--- src/rtl/pipe_ctrl.sv ---
// pipe_ctrl: pipeline stall controller with multi-cycle EX hold sequencing and stall-cycle counter
module pipe_ctrl #(
  parameter int CNT_W  = 4,
  parameter int PERF_W = 32
) (
  input  logic              clk,
  input  logic              rst,
  input  logic              stallreq_id,
  input  logic              stallreq_ex,
  input  logic              ex_multi_start,
  input  logic [CNT_W-1:0]  ex_multi_cycles,
  input  logic              flush,
  input  logic              perf_clr,
  output logic [5:0]        pause,
  output logic              multi_busy,
  output logic              multi_done,
  output logic [PERF_W-1:0] stall_cnt
);
  typedef enum logic {IDLE, HOLD} state_t;
  localparam logic [5:0] P_ID = 6'b000111, P_EX = 6'b001111;
  state_t             state_q, state_d;
  logic [CNT_W-1:0]   rem_q, rem_d;
  logic [PERF_W-1:0]  stall_cnt_q, stall_cnt_d;
  logic               start_ok, hold, act;
  always_comb begin
    start_ok    = state_q == IDLE && ex_multi_start && ex_multi_cycles != '0;
    hold        = state_q == HOLD || start_ok;
    act         = !rst && !flush;
    multi_busy  = act && hold;
    multi_done  = act && ((state_q == HOLD && rem_q == CNT_W'(1)) ||
                          (start_ok && ex_multi_cycles == CNT_W'(1)));
    pause       = !act ? 6'b0 : (hold || stallreq_ex) ? P_EX : stallreq_id ? P_ID : 6'b0;
    state_d     = state_q;
    rem_d       = rem_q;
    if (flush) begin
      state_d = IDLE;
      rem_d   = '0;
    end else if (state_q == HOLD) begin
      rem_d   = rem_q - CNT_W'(1);
      state_d = rem_q == CNT_W'(1) ? IDLE : HOLD;
    end else if (start_ok && ex_multi_cycles != CNT_W'(1)) begin
      rem_d   = ex_multi_cycles - CNT_W'(1);
      state_d = HOLD;
    end
    stall_cnt_d = perf_clr ? '0 : (pause[0] && !(&stall_cnt_q)) ? stall_cnt_q + PERF_W'(1) : stall_cnt_q;
  end
  always_ff @(posedge clk) begin
    if (rst) begin
      state_q     <= IDLE;
      rem_q       <= '0;
      stall_cnt_q <= '0;
    end else begin
      state_q     <= state_d;
      rem_q       <= rem_d;
      stall_cnt_q <= stall_cnt_d;
    end
  end
  assign stall_cnt = stall_cnt_q;
endmodule
--- config.mk ---
export PLATFORM = sky130hd
export DESIGN_NAME = pipe_ctrl
export DESIGN_NICKNAME = d
export VERILOG_FILES = /design/src/rtl/pipe_ctrl.sv
export SDC_FILE = /design/constraint.sdc
export NUM_CORES = 1
export LEC_CHECK = 0
export ABC_AREA = 1
export CELL_PAD_IN_SITES_DETAIL_PLACEMENT = 0
export CELL_PAD_IN_SITES_GLOBAL_PLACEMENT = 1
export CORE_MARGIN = 2
export CORE_UTILIZATION = 37
export DETAILED_ROUTE_END_ITERATION = 16
export PLACE_DENSITY = 0.84
export RECOVER_POWER = 50
export SYNTH_ARGS = -nofsm -noshare
export SYNTH_HDL_FRONTEND = slang
export SYNTH_SLANG_ARGS = --single-unit
--- constraint.sdc ---
create_clock -name clk -period 3.45 [get_ports clk]
set_clock_uncertainty 0.15 [all_clocks]
set_input_delay 1.035 -clock clk [delete_from_list [all_inputs] [get_ports clk]]
set_output_delay 1.035 -clock clk [all_outputs]
set_load 0.1 [all_outputs]
==> results.sh <==
export IMPL_highest_layer="met4"
export IMPL_wirelength_um=7590
export IMPL_wl_met3_um=249
export IMPL_worst_hold_path_type="register to register"
export IMPL_tritoncts="built"
export IMPL_r2r_end="stall_cnt[12]$_SDFFE_PP0P_"
export IMPL_period_share=0.971
export IMPL_initial_core_util=0.377
export IMPL_final_cell_count_no_fill=613
export IMPL_ys_ff_latch=37
export IMPL_final_nets=526
export IMPL_drive_above_1_share=0.211
export IMPL_setup_viol=0
export IMPL_seq_power_share=0.431
export IMPL_synth_async_reset_ratio=0
export IMPL_cts_sinks=37
export IMPL_antenna_found_initial=0
export IMPL_maxCapViolCount=0
export IMPL_synth_distinct_cells=29
export IMPL_synth_area_mm2=0.00288
export IMPL_p_per_area_mw_per_mm2=289
export IMPL_wl_per_cell_um=12.4
export IMPL_pwr_share_comb=0.169
export IMPL_worstMarginPinSlew_ns=1.18
export IMPL_path_cells="dlygate4sd2_1, inv_1, ha_4, nand2_2, nand2_2, nand3_2, nand2_2, nand2_2, buf_12, buf_16"
export IMPL_reg2reg_from="stall_cnt[0]$_SDFFE_PP0P_"
export IMPL_cp_start_kind="input port"
export IMPL_clockRootBuffer="clkbuf_8"
export IMPL_drtIter0Drc=139
export IMPL_seqCellArea_um2=741
export IMPL_synth_area_top_cells="dfxtp_1 26%, nand2_1 19%, a21oi_2 8.8%, nor2_1 8.1%, nand3_1 7.0%"
export IMPL_post_cts_setup_buffer_count=0
export IMPL_ys_warn_count=0
export IMPL_met1_length_um=3760
export IMPL_htree_num_levels=2
export IMPL_synth_edf_count=0
export IMPL_rr_worst_depth=8
export IMPL_synth_top_area_share=0.257
export IMPL_ir_worst_vdd_uv=182
export IMPL_p_leak_uw=0.00120
export IMPL_synthesis_instances=455
export IMPL_drc=0
export IMPL_drtAntennaViolNets=0
export IMPL_die_w_um=92.2
export IMPL_die_area_mm2=0.00851
export IMPL_synth_ff_type="dfxtp_1"
export IMPL_dp_hpwl_um=5860
export IMPL_timing_final_ws_setup_ns=0.101
export IMPL_min_to="rem_q[1]$_SDFFE_PN0P_"
export IMPL_grt_pass1_vias=2776
export IMPL_cp_slowest_cell="dlygate4sd2_1"
export IMPL_synth_most_common_cell="nand2_1"
export IMPL_path_clk_slew_ns=0.07
export IMPL_grt_first_pass_wirelength_um=13000
export IMPL_dp_slack_ns=-0.235
export IMPL_met2WireLength_um=3520
export IMPL_critical_path_most_common_cell="nand2_2"
export IMPL_slew_headroom=0.219
export IMPL_clk_path_buf_depth=2
export IMPL_multi_input_area_mm2=0.00189
export IMPL_nFillCells=860
export IMPL_overflow=0
export IMPL_holdWs_ns=0.316
export IMPL_hold_viol_final=0
export IMPL_ios=51
export IMPL_max_freq_mhz=299
export IMPL_dp_cells=605
export IMPL_end_kind="output pin"
export IMPL_ys_top_cells_by_count="149 x nand2_1, 62 x nor2_1, 42 x inv_1"
export IMPL_cpPeakStageDelay_ns=0.24
export IMPL_whs_path_depth=2
export IMPL_switching_share=0.283
export IMPL_pwr_share_clk=0.400
export IMPL_worstSetupPathType="input port to output pin"
export IMPL_period_needed_ns=3.35
export IMPL_dr_pass1_iters=4
export IMPL_fp_dieH_um=92.2
export IMPL_vias=2882
export IMPL_area_growth_pct=21.5
export IMPL_critPathRequiredTime_ns=2.26
export IMPL_p_int_uw=724
export IMPL_antenna_cells=0
export IMPL_track_usage=0.187
export IMPL_grt_setup_unrepaired="no"
export IMPL_gp_congestion=0.914
export IMPL_yosysTopAreaCell="dfxtp_1"
export IMPL_cp_arrival_ns=2.16
export IMPL_yosysSeqAreaShare=0.257
export IMPL_grt_max_degree=31
export IMPL_outcome="finished, final reports clean"
export IMPL_rrSetupSlack_ns=0.94
export IMPL_clk_latency_ns=0.30
export IMPL_drv_slew=0
export IMPL_syn_mean_instance_area_um2=6.33
export IMPL_row_count=32
export IMPL_vias_per_cell=4.70
export IMPL_power_switching_uw=286
export IMPL_cp_max_fo=4
export IMPL_port_buffers=48
export IMPL_core_area_mm2=0.00765
export IMPL_min_delay_start="rem_q[1]$_SDFFE_PN0P_"
export IMPL_cts_buffers=5
==> worst max-delay path by stage <==
stage	cells after the start	slack (ns)	end	startpoint
after global routing	10	0.02	pause[0]	ex_multi_cycles[0]
final	10	0.10	pause[0]	ex_multi_cycles[0]
after detailed placement	10	-0.23	pause[0]	ex_multi_cycles[0]
after global placement	10	-0.21	pause[1]	ex_multi_cycles[0]
after floorplan	3	-0.13	multi_busy	flush
after CTS	9	0.006	pause[0]	ex_multi_start
==> flip-flops by register name, indices dropped and copies added (netlist names) <==
name	count
rem_q	4
stall_cnt	32
state_q	1
==> power by group through the flow <==
stage          combinational (µW)  sequential [µW]  clock, µW
4_1_cts                       169              435        417
3_5_place_dp                  167              445          0
5_1_grt                       184              436        430
6_report                      170              436        404
2_1_floorplan                 117              449          0
3_3_place_gp                  166              445          0
==> metrics by stage <==
step	power [µW]	util	cell area [µm²]	setup TNS [ns]
after global placement	612	0.453	3460	-1.01
after CTS	1020	0.470	3600	0
after floorplan	566	-	2900	-0.247
final	1010	0.458	3500	0
after global routing	1050	0.458	3500	0
after detailed placement	613	0.453	3460	-1.15
==> critical path, delay by kind of cell <==
kind                     cells  cell delay (ns)
adder cells (fa/ha/maj)      1             0.13
AND/OR/NAND/NOR              5             0.35
buffers and inverters        4             0.63
==> final cells by class <==
type	instances	share of cell area
Clock buffer	6	0.0236
Clock inverter	2	0.0107
Inverter	44	0.0472
Multi-Input combinational cell	361	0.541
Sequential cell	37	0.212
Tap cell	102	0.0365
Timing Repair Buffer	61	0.129
==> cell families after synthesis <==
family,count (synthesis),synth area share
fa+ha+maj,5,0.0217
other cells,1,0.00130
buf+inv,58,0.102
flops,37,0.257
xor+xnor,11,0.0334
compound gates,44,0.116
simple gates,299,0.469
==> repair_timing <==
item	in CTS	in global routing
pin swaps	4	4
gates cloned	0	0
endpoints found under the setup margin	6	5
hold buffers	0	0
resized for setup	12	6
==> cell usage in the layout, fill, tap and decap left out <==
cell type / synthesis / final
buf_16: 0 / 1
nor2_8: 1 / 1
nor3_1: 1 / 1
xnor2_1: 6 / 6
nand2_1: 149 / 145
clkdlybuf4s50_1: 0 / 5
xor2_1: 5 / 5
clkbuf_8: 0 / 6
inv_1: 42 / 40
nand3_4: 1 / 1
inv_2: 1 / 3
nor2_4: 4 / 5
bufinv_16: 0 / 1
dlygate4sd2_1: 0 / 4
dlymetal6s2s_1: 0 / 1
buf_4: 4 / 11
nor2_1: 62 / 59
buf_12: 3 / 6
a211oi_1: 1 / 1
o21ai_0: 5 / 5
ha_1: 5 / 4
clkinvlp_4: 0 / 1
nand3_1: 40 / 39
nand3_2: 0 / 1
a21oi_2: 29 / 30
conb_1: 1 / 2
nand4_1: 7 / 7
o22ai_1: 1 / 1
a21oi_1: 8 / 7
nand2_2: 27 / 31
clkinv_1: 1 / 1
nor2_2: 4 / 6
ha_4: 0 / 1
nand2_4: 3 / 3
dfxtp_1: 37 / 37
clkbuf_1: 3 / 33
==> metal layers <==
layer | vias to the layer above | GRT usage
li1 | 1536 | -
met1 | 1296 | 0.238
met2 | 46 | 0.329
met3 | 4 | 0.0362
met4 | 0 | 0.0398
met5 | - | 0
Power figures use the tool's default switching activity.
